File: src/rtl/starfield_capture.sv
// starfield_capture: samples the starfield generator's per-pixel stream in
// lockstep with its enable, queues every qualifying star as an (x, y,
// brightness) record in a small FIFO, and keeps per-frame star counts.
module starfield_capture #(
  parameter int         H          = 800,
  parameter int         V          = 525,
  parameter int         CORDW      = 10,
  parameter int         DEPTH      = 16,
  parameter logic [7:0] MIN_BRIGHT = 8'd0
) (
  input  logic             clk_i,
  input  logic             rst_ni,
  input  logic             en_i,
  input  logic             sof_i,
  input  logic             clr_i,
  input  logic             sf_on_i,
  input  logic [7:0]       sf_star_i,
  output logic             out_valid_o,
  input  logic             out_ready_i,
  output logic [CORDW-1:0] out_x_o,
  output logic [CORDW-1:0] out_y_o,
  output logic [7:0]       out_star_o,
  output logic [15:0]      stars_last_o,
  output logic             frame_done_o,
  output logic             overflow_o
);

  localparam int AW = $clog2(DEPTH);
  localparam int RW = 2 * CORDW + 8;
  localparam logic [CORDW-1:0] XLast = CORDW'(H - 1);
  localparam logic [CORDW-1:0] YLast = CORDW'(V - 1);
  localparam logic [AW:0] FullCount = (AW + 1)'(DEPTH);

  logic [CORDW-1:0] x_q, x_d, y_q, y_d;
  logic [15:0]      frameCnt_q, frameCnt_d, starsLast_q, starsLast_d, cntInc;
  logic             frameDone_q, frameDone_d, overflow_q, overflow_d;
  logic [RW-1:0]    mem_q [DEPTH];
  logic [AW-1:0]    wrPtr_q, wrPtr_d, rdPtr_q, rdPtr_d;
  logic [AW:0]      count_q, count_d;
  logic [8:0]       brightDiff;
  logic             qualify, frameEnd, full, empty, pop, accept, drop;
  logic [CORDW-1:0] recX, recY;
  logic [RW-1:0]    pushRec, headRec;

  // Qualify the current pixel and build its record; a sof pixel is logged as (0,0).
  always_comb begin
    brightDiff = {1'b0, sf_star_i} - {1'b0, MIN_BRIGHT};
    qualify    = en_i & sf_on_i & ~brightDiff[8];
    frameEnd   = en_i & ~sof_i & (x_q == XLast) & (y_q == YLast);
    recX       = sof_i ? '0 : x_q;
    recY       = sof_i ? '0 : y_q;
    pushRec    = {recX, recY, sf_star_i};
    empty      = (count_q == '0);
    full       = (count_q == FullCount);
    pop        = ~empty & out_ready_i;
    accept     = qualify & (~full | pop);
    drop       = qualify & full & ~pop;
  end

  // Raster position: sof forces the origin, otherwise advance with wrap.
  always_comb begin
    x_d = x_q;
    y_d = y_q;
    if (sof_i) begin
      x_d = en_i ? CORDW'(1) : '0;
      y_d = '0;
    end else if (en_i) begin
      if (x_q == XLast) begin
        x_d = '0;
        y_d = (y_q == YLast) ? '0 : y_q + CORDW'(1);
      end else begin
        x_d = x_q + CORDW'(1);
      end
    end
  end

  // Per-frame star count (saturating), frame-end publication and sticky overflow.
  always_comb begin
    cntInc      = (qualify && frameCnt_q != 16'hFFFF) ? frameCnt_q + 16'd1 : frameCnt_q;
    frameCnt_d  = frameCnt_q;
    starsLast_d = starsLast_q;
    frameDone_d = 1'b0;
    if (sof_i) begin
      frameCnt_d = {15'd0, qualify};
    end else if (frameEnd) begin
      starsLast_d = cntInc;
      frameDone_d = 1'b1;
      frameCnt_d  = '0;
    end else if (en_i) begin
      frameCnt_d = cntInc;
    end
    overflow_d = drop ? 1'b1 : (clr_i ? 1'b0 : overflow_q);
  end

  // FIFO pointer and occupancy bookkeeping; pop and push may share a cycle even when full.
  always_comb begin
    wrPtr_d = accept ? wrPtr_q + AW'(1) : wrPtr_q;
    rdPtr_d = pop ? rdPtr_q + AW'(1) : rdPtr_q;
    count_d = count_q;
    if (accept && !pop) begin
      count_d = count_q + (AW + 1)'(1);
    end else if (!accept && pop) begin
      count_d = count_q - (AW + 1)'(1);
    end
  end

  // State registers; reset discards the queue and any frame in progress.
  always_ff @(posedge clk_i or negedge rst_ni) begin
    if (!rst_ni) begin
      x_q         <= '0;
      y_q         <= '0;
      frameCnt_q  <= '0;
      starsLast_q <= '0;
      frameDone_q <= 1'b0;
      overflow_q  <= 1'b0;
      wrPtr_q     <= '0;
      rdPtr_q     <= '0;
      count_q     <= '0;
    end else begin
      x_q         <= x_d;
      y_q         <= y_d;
      frameCnt_q  <= frameCnt_d;
      starsLast_q <= starsLast_d;
      frameDone_q <= frameDone_d;
      overflow_q  <= overflow_d;
      wrPtr_q     <= wrPtr_d;
      rdPtr_q     <= rdPtr_d;
      count_q     <= count_d;
    end
  end

  // Record storage; contents only matter behind the occupancy count, so no reset.
  always_ff @(posedge clk_i) begin
    if (accept) begin
      mem_q[wrPtr_q] <= pushRec;
    end
  end

  // Head record is forced to zero while empty so a reset clears every output.
  always_comb begin
    headRec                            = empty ? '0 : mem_q[rdPtr_q];
    {out_x_o, out_y_o, out_star_o}     = headRec;
    out_valid_o                        = ~empty;
    stars_last_o                       = starsLast_q;
    frame_done_o                       = frameDone_q;
    overflow_o                         = overflow_q;
  end

endmodule

File: config.mk
export PLATFORM = sky130hd
export DESIGN_NAME = starfield_capture
export DESIGN_NICKNAME = d
export VERILOG_FILES = /design/src/rtl/starfield_capture.sv
export SDC_FILE = /design/constraint.sdc
export NUM_CORES = 1
export LEC_CHECK = 0
export ABC_AREA = 1
export ABC_CLOCK_PERIOD_IN_PS = 7750
export BUFFER_PORTS_ARGS = -buffer_cell sky130_fd_sc_hd__buf_2
export CAP_MARGIN = 20
export CORE_MARGIN = 5
export CORE_UTILIZATION = 30
export DETAILED_ROUTE_END_ITERATION = 6
export PLACE_DENSITY_LB_ADDON = 0.2
export SLEW_MARGIN = 20
export SYNTH_ARGS = -nofsm -noshare
export SYNTH_HDL_FRONTEND = slang
export SYNTH_SLANG_ARGS = --single-unit
File: constraint.sdc
create_clock -name clk_i -period 7.75 [get_ports clk_i]
set_clock_uncertainty 0.15 [all_clocks]
set_input_delay 1.55 -clock clk_i [delete_from_list [all_inputs] [get_ports clk_i]]
set_output_delay 1.55 -clock clk_i [all_outputs]
set_load 0.1 [all_outputs]
Word-level counts from Yosys, hierarchy flattened
Memory sizes are Yosys's and may differ from the RTL's.
Cells that the tools add are included.
Storage, ports and cells
  flip-flop bits (word level): 67
  input bits: 15
  output and inout port bits: 47
  bits in latches: 0
  memories kept: 1
  logic and storage cells: 70
  RAM bits: 448
  ROM bits: 0
Operators by class
  muxes and demuxes: 23
  bitwise logic cells: 13
  add/subtract/negate cells: 7
  order comparisons: 0
  divide/modulo/power cells: 0
  reduce and logical (&&, ||, !) cells: 13
  multipliers: 0
  equality and inequality tests: 4
  shifts and indexed selects: 0
Memories
  mem_q: words 16, width 28, rd ports 1, clocked after Yosys merged registers in 0, wr ports 1, line 37  | logic [RW-1:0] mem_q [DEPTH];
Operators with widths (number)
  two-way mux 10 bit: 9
  two-way mux 16 bit: 4
  two-way mux 28 bit: 1
  adder 10 x 1 -> 10 bit, second input constant: 2
  equality test 10 bit, second input constant: 2
  adder 16 x 1 -> 16 bit, second input constant: 1
  inequality test 16 bit, second input constant: 1
  two-way mux 5 bit: 2
  adder 4 x 1 -> 4 bit, second input constant: 2
  bitwise AND 1 bit: 8
  nonzero test 2 bit: 4
  two-way mux 1 bit: 7
  adder 5 x 1 -> 5 bit, second input constant: 1
  equality test 5 bit, second input constant: 1
  zero test 5 bit: 1
  subtractor 5 x 1 -> 5 bit, second input constant: 1
  NOT 1 bit: 4
  AND reduction 2 bit: 2
  logical AND 1 bit: 3
  nonzero test 3 bit: 1
  zero test 1 bit: 2
  bitwise OR 1 bit: 1

Longest topological paths before layout
  depth after elaboration: 9
  gate-level depth with buffers: 13
  depth with buffers taken out: 13

Least setup slack after synthesis
Ideal clock, no wire load.
  path type: reg2out
  from: register count_q[0]
  to: output out_star_o[7]
  cell stages (with the launch flop): 8
  buffers on the path: 1
  required time: 6.050 ns
  path slack: 2.881 ns
  arrival time: 3.169 ns
  path through: dfrtp_1 > inv_1 > nand3_1 > inv_1 > nand2_1 > inv_2 > clkbuf_1 > a21oi_1
On the way
  word-level cells in the longest chain between the ends: 2
Ends and longest elaborated chain
  from (decl): line 39  | logic [AW:0] count_q, count_d;
  from (signal assigned): line 128  | count_q <= count_d;
  zero test 5 bit: line 53  | empty = (count_q == '0);
  two-way mux 28 bit: line 141  | headRec = empty ? '0 : mem_q[rdPtr_q];
  to (decl): line 22  | output logic [7:0] out_star_o,
Every way passes these cells.

Final worst setup path
  from: register rdPtr_q[0]
  to: output out_y_o[6]
On the way
  word-level cells in the longest chain between the ends: 2
Ends and longest elaborated chain
  from (decl): line 38  | logic [AW-1:0] wrPtr_q, wrPtr_d, rdPtr_q, rdPtr_d;
  from (signal assigned): line 127  | rdPtr_q <= rdPtr_d;
  memory (16 x 28 bit)
  two-way mux 28 bit: line 141
  to (decl): line 21  | output logic [CORDW-1:0] out_y_o,
Every way passes these cells.

==> flow_summary.toml <==
[status]
outcome = "complete, no violations"

[route]
via_per_inst = 4.800
dr_wl_met3_um = 2932
final_antenna_net_count = 0
routed.top_layer = "met4"
wl_per_cell_um = 19.79
drt_wl_total_um = 60570
num_vias = 14690
wl_met1_um = 27640
drt-pass1-iter-count = 5
drt_iter0_drc = 1104
drc = 0
met2_length_um = 28630

[finish]
n_antenna_cell = 0
nets = 2090
final_cell_count_no_fill = 3060
drive_above_1_share = 0.1061
area_delta_synth_final_pct = 13.92

[cts]
cts_buffer_depth = 3
clk_pin_slew_ns = 0.06
cts.root.buffer_cell = "clkbuf_16"
clk_latency_ns = 0.61
cts_tree = "done"
cts-buffers-inserted = 55
postCtsHoldBufs = 0
h-tree-depth = 2
cts_resized = 0
post_cts_buffers = 0
cts_sinks = 515

[yosys]
syn_inst = 2020
yosysUniqueCellTypes = 34
synth_commonest_cells = "nand2_1 (717), edfxtp_1 (448), nand3_1 (389)"
yosys.area.top_type = "edfxtp_1"
syn_area_um2 = 21890
ys_top_cells_by_area = "edfxtp_1 (61%), nand2_1 (12%), nand3_1 (8.9%)"
synth_warnings = 0
synthArstFlopShare = 0.1301
yosysMostFrequentCell = "nand2_1"
syn_nets = 2049
yosysTopAreaCellShare = 0.6146
synth_edf_count = 448
ys_seq_area_frac = 0.6912
syn_avg_cell_area_um2 = 10.84
synth-seq-cells = 515
synth_flop_cell = "edfxtp_1"

[timing]
finalSetupTns_ns = 0
rsz0062_at_grt = "false"
drv_slew = 0
whs_ns = 0.3227
setup_violations = 0
final_hold_viol_count = 0
fmax_ghz = 0.1746
tightest_slew_ns = 1.115
period_minus_slack_ns = 5.728
period_share = 0.7392
relSlewSlack = 0.2536

[critical_path]
crit_required_ns = 6.05
end_kind = "output pin"
crit_type = "flop to output pin"
crit_chain = "inv_6, buf_4, nand2_1, nand3_1, nand3_1, nand2_1, nand2_1, a21oi_1, buf_2"
critPathMaxFanout = 75
arrival_ns = 4.03
worst_path_max_delay_cell = "dfrtp_4"
cpMostUsedCell = "nand2_1"
crit_path_start_kind = "flop"
slowest_delay_ns = 0.79

[floorplan]
start_util = 0.3011
dieWidth_um = 280.1
fp.dieArea_um2 = 78470
ios = 62
die_h_um = 280.1
rows = 99
coreArea_um2 = 72710

[worst_hold_path]
min_path_type = "flop to flop"

[power]
power.density_nw_per_um2 = 382.1
max-vdd-ir-drop_v = 0.0004705
combPwrFrac = 0.382
internal-power_w = 0.005316
p_switching_w = 0.004213
p_leak_nw = 9.527
p_clk_frac = 0.264
sequentialPowerShare = 0.353
swShare = 0.4421

[job]
maxCapViolations = 0

[global_route]
grt_max_degree = 86
overflow = 0
grtUsageTotal = 0.1513
first_global_vias = 14900
antenna_found_initial = 0
grt_pass1_wl_um = 91250

[placed_design]
placed_cells = 2962
port_buffers = 61
detailed_place_hpwl_um = 30940
gp_congestion = 0.7768
-- layout make-up --
| class | count | area, um2 |
|---|---|---|
| clock buffer | 66 | 1418 |
| clock inverter | 31 | 280.3 |
| fill | 7238 | 47770 |
| inverter | 73 | 285.3 |
| multi-input combinational | 1326 | 6090 |
| sequential | 515 | 15140 |
| tap | 959 | 1200 |
| timing repair buffer | 90 | 525.5 |
-- cell usage in the layout, fill, tap and decap left out, drive strengths merged --
cell type	synthesis	routed
a21oi	35	35
buf	76	90
bufinv	0	3
clkbuf	30	66
clkinv	1	26
clkinvlp	0	2
dfrtp	67	67
edfxtp	448	448
fa	1	1
ha	13	13
inv	72	73
nand2	730	730
nand3	389	389
nand4	11	11
nor2	92	92
nor3	7	7
o21ai	25	25
o221ai	1	1
o22ai	1	1
o2bb2ai	1	1
o31ai	1	1
xnor2	2	2
xor2	17	17
-- flip-flops by register name, indices dropped and copies added (netlist names) --
signal and flops:
y_q 10, mem_q 448, count_q 5, frameCnt_q 16
x_q 10, stars_last_o 16, overflow_o 1, rdPtr_q 4
frame_done_o 1, wrPtr_q 4
-- kinds of logic after synthesis --
| logic type | Yosys count | share of synthesized area |
|---|---|---|
| DFF | 515 | 0.6912 |
| AOI/OAI and AO/OA | 64 | 0.01515 |
| adders and majority gates | 14 | 0.008345 |
| buffers and inverters | 179 | 0.03692 |
| and+or+nand+nor | 1229 | 0.2408 |
| xor gates and xnor gates | 19 | 0.007602 |
-- layer usage --
metal	global-route usage	up-vias
met5	0	-
met1	0.2075	7265
met4	0.04214	0
met3	0.02505	85
li1	-	6989
met2	0.2502	348
-- through the flow --
step	setup slack, ns	instance area [um2]	util	total power (W)
2_1_floorplan	2.881	21890	-	0.006188
3_3_place_gp	2.568	23210	0.3192	0.007108
3_5_place_dp	2.557	23220	0.3193	0.007124
4_1_cts	1.885	24920	0.3427	0.009660
5_1_grt	1.720	24940	0.3430	0.01006
6_report	2.022	24940	0.3430	0.009529
-- power by group through the flow --
stage | Clock [W] | Combinational (W) | Sequential [W]
finish | 0.00252 | 0.00364 | 0.00337
global route | 0.00270 | 0.00398 | 0.00339
CTS | 0.00258 | 0.00371 | 0.00337
detailed placement | 0 | 0.00370 | 0.00343
global placement | 0 | 0.00368 | 0.00342
floorplan | 0 | 0.00293 | 0.00325
-- final timing paths --
check	slack (ns)	from	cells past startpoint	endpoint
setup / recovery	2.02	rdPtr_q[0]	9	out_y_o[6]
hold reg to reg	0.32	stars_last_o[9]	2	stars_last_o[9]
hold / removal	0.32	stars_last_o[9]	2	stars_last_o[9]
min in group asynchronous	0.95	rst_ni	1	stars_last_o[13]
max in group asynchronous	5.82	rst_ni	1	rdPtr_q[0]
setup reg to reg	4.87	rdPtr_q[2]	3	rdPtr_q[2]
-- worst max-delay path, delay by kind of cell (launching register included) --
kind                   cells  cell delay (ns)
AO/OA/AOI/OAI              1             0.33
buffers and inverters      3             1.70
AND/OR/NAND/NOR            5             0.44
flip-flops                 1             0.79
(Power assumes the default switching activity.)
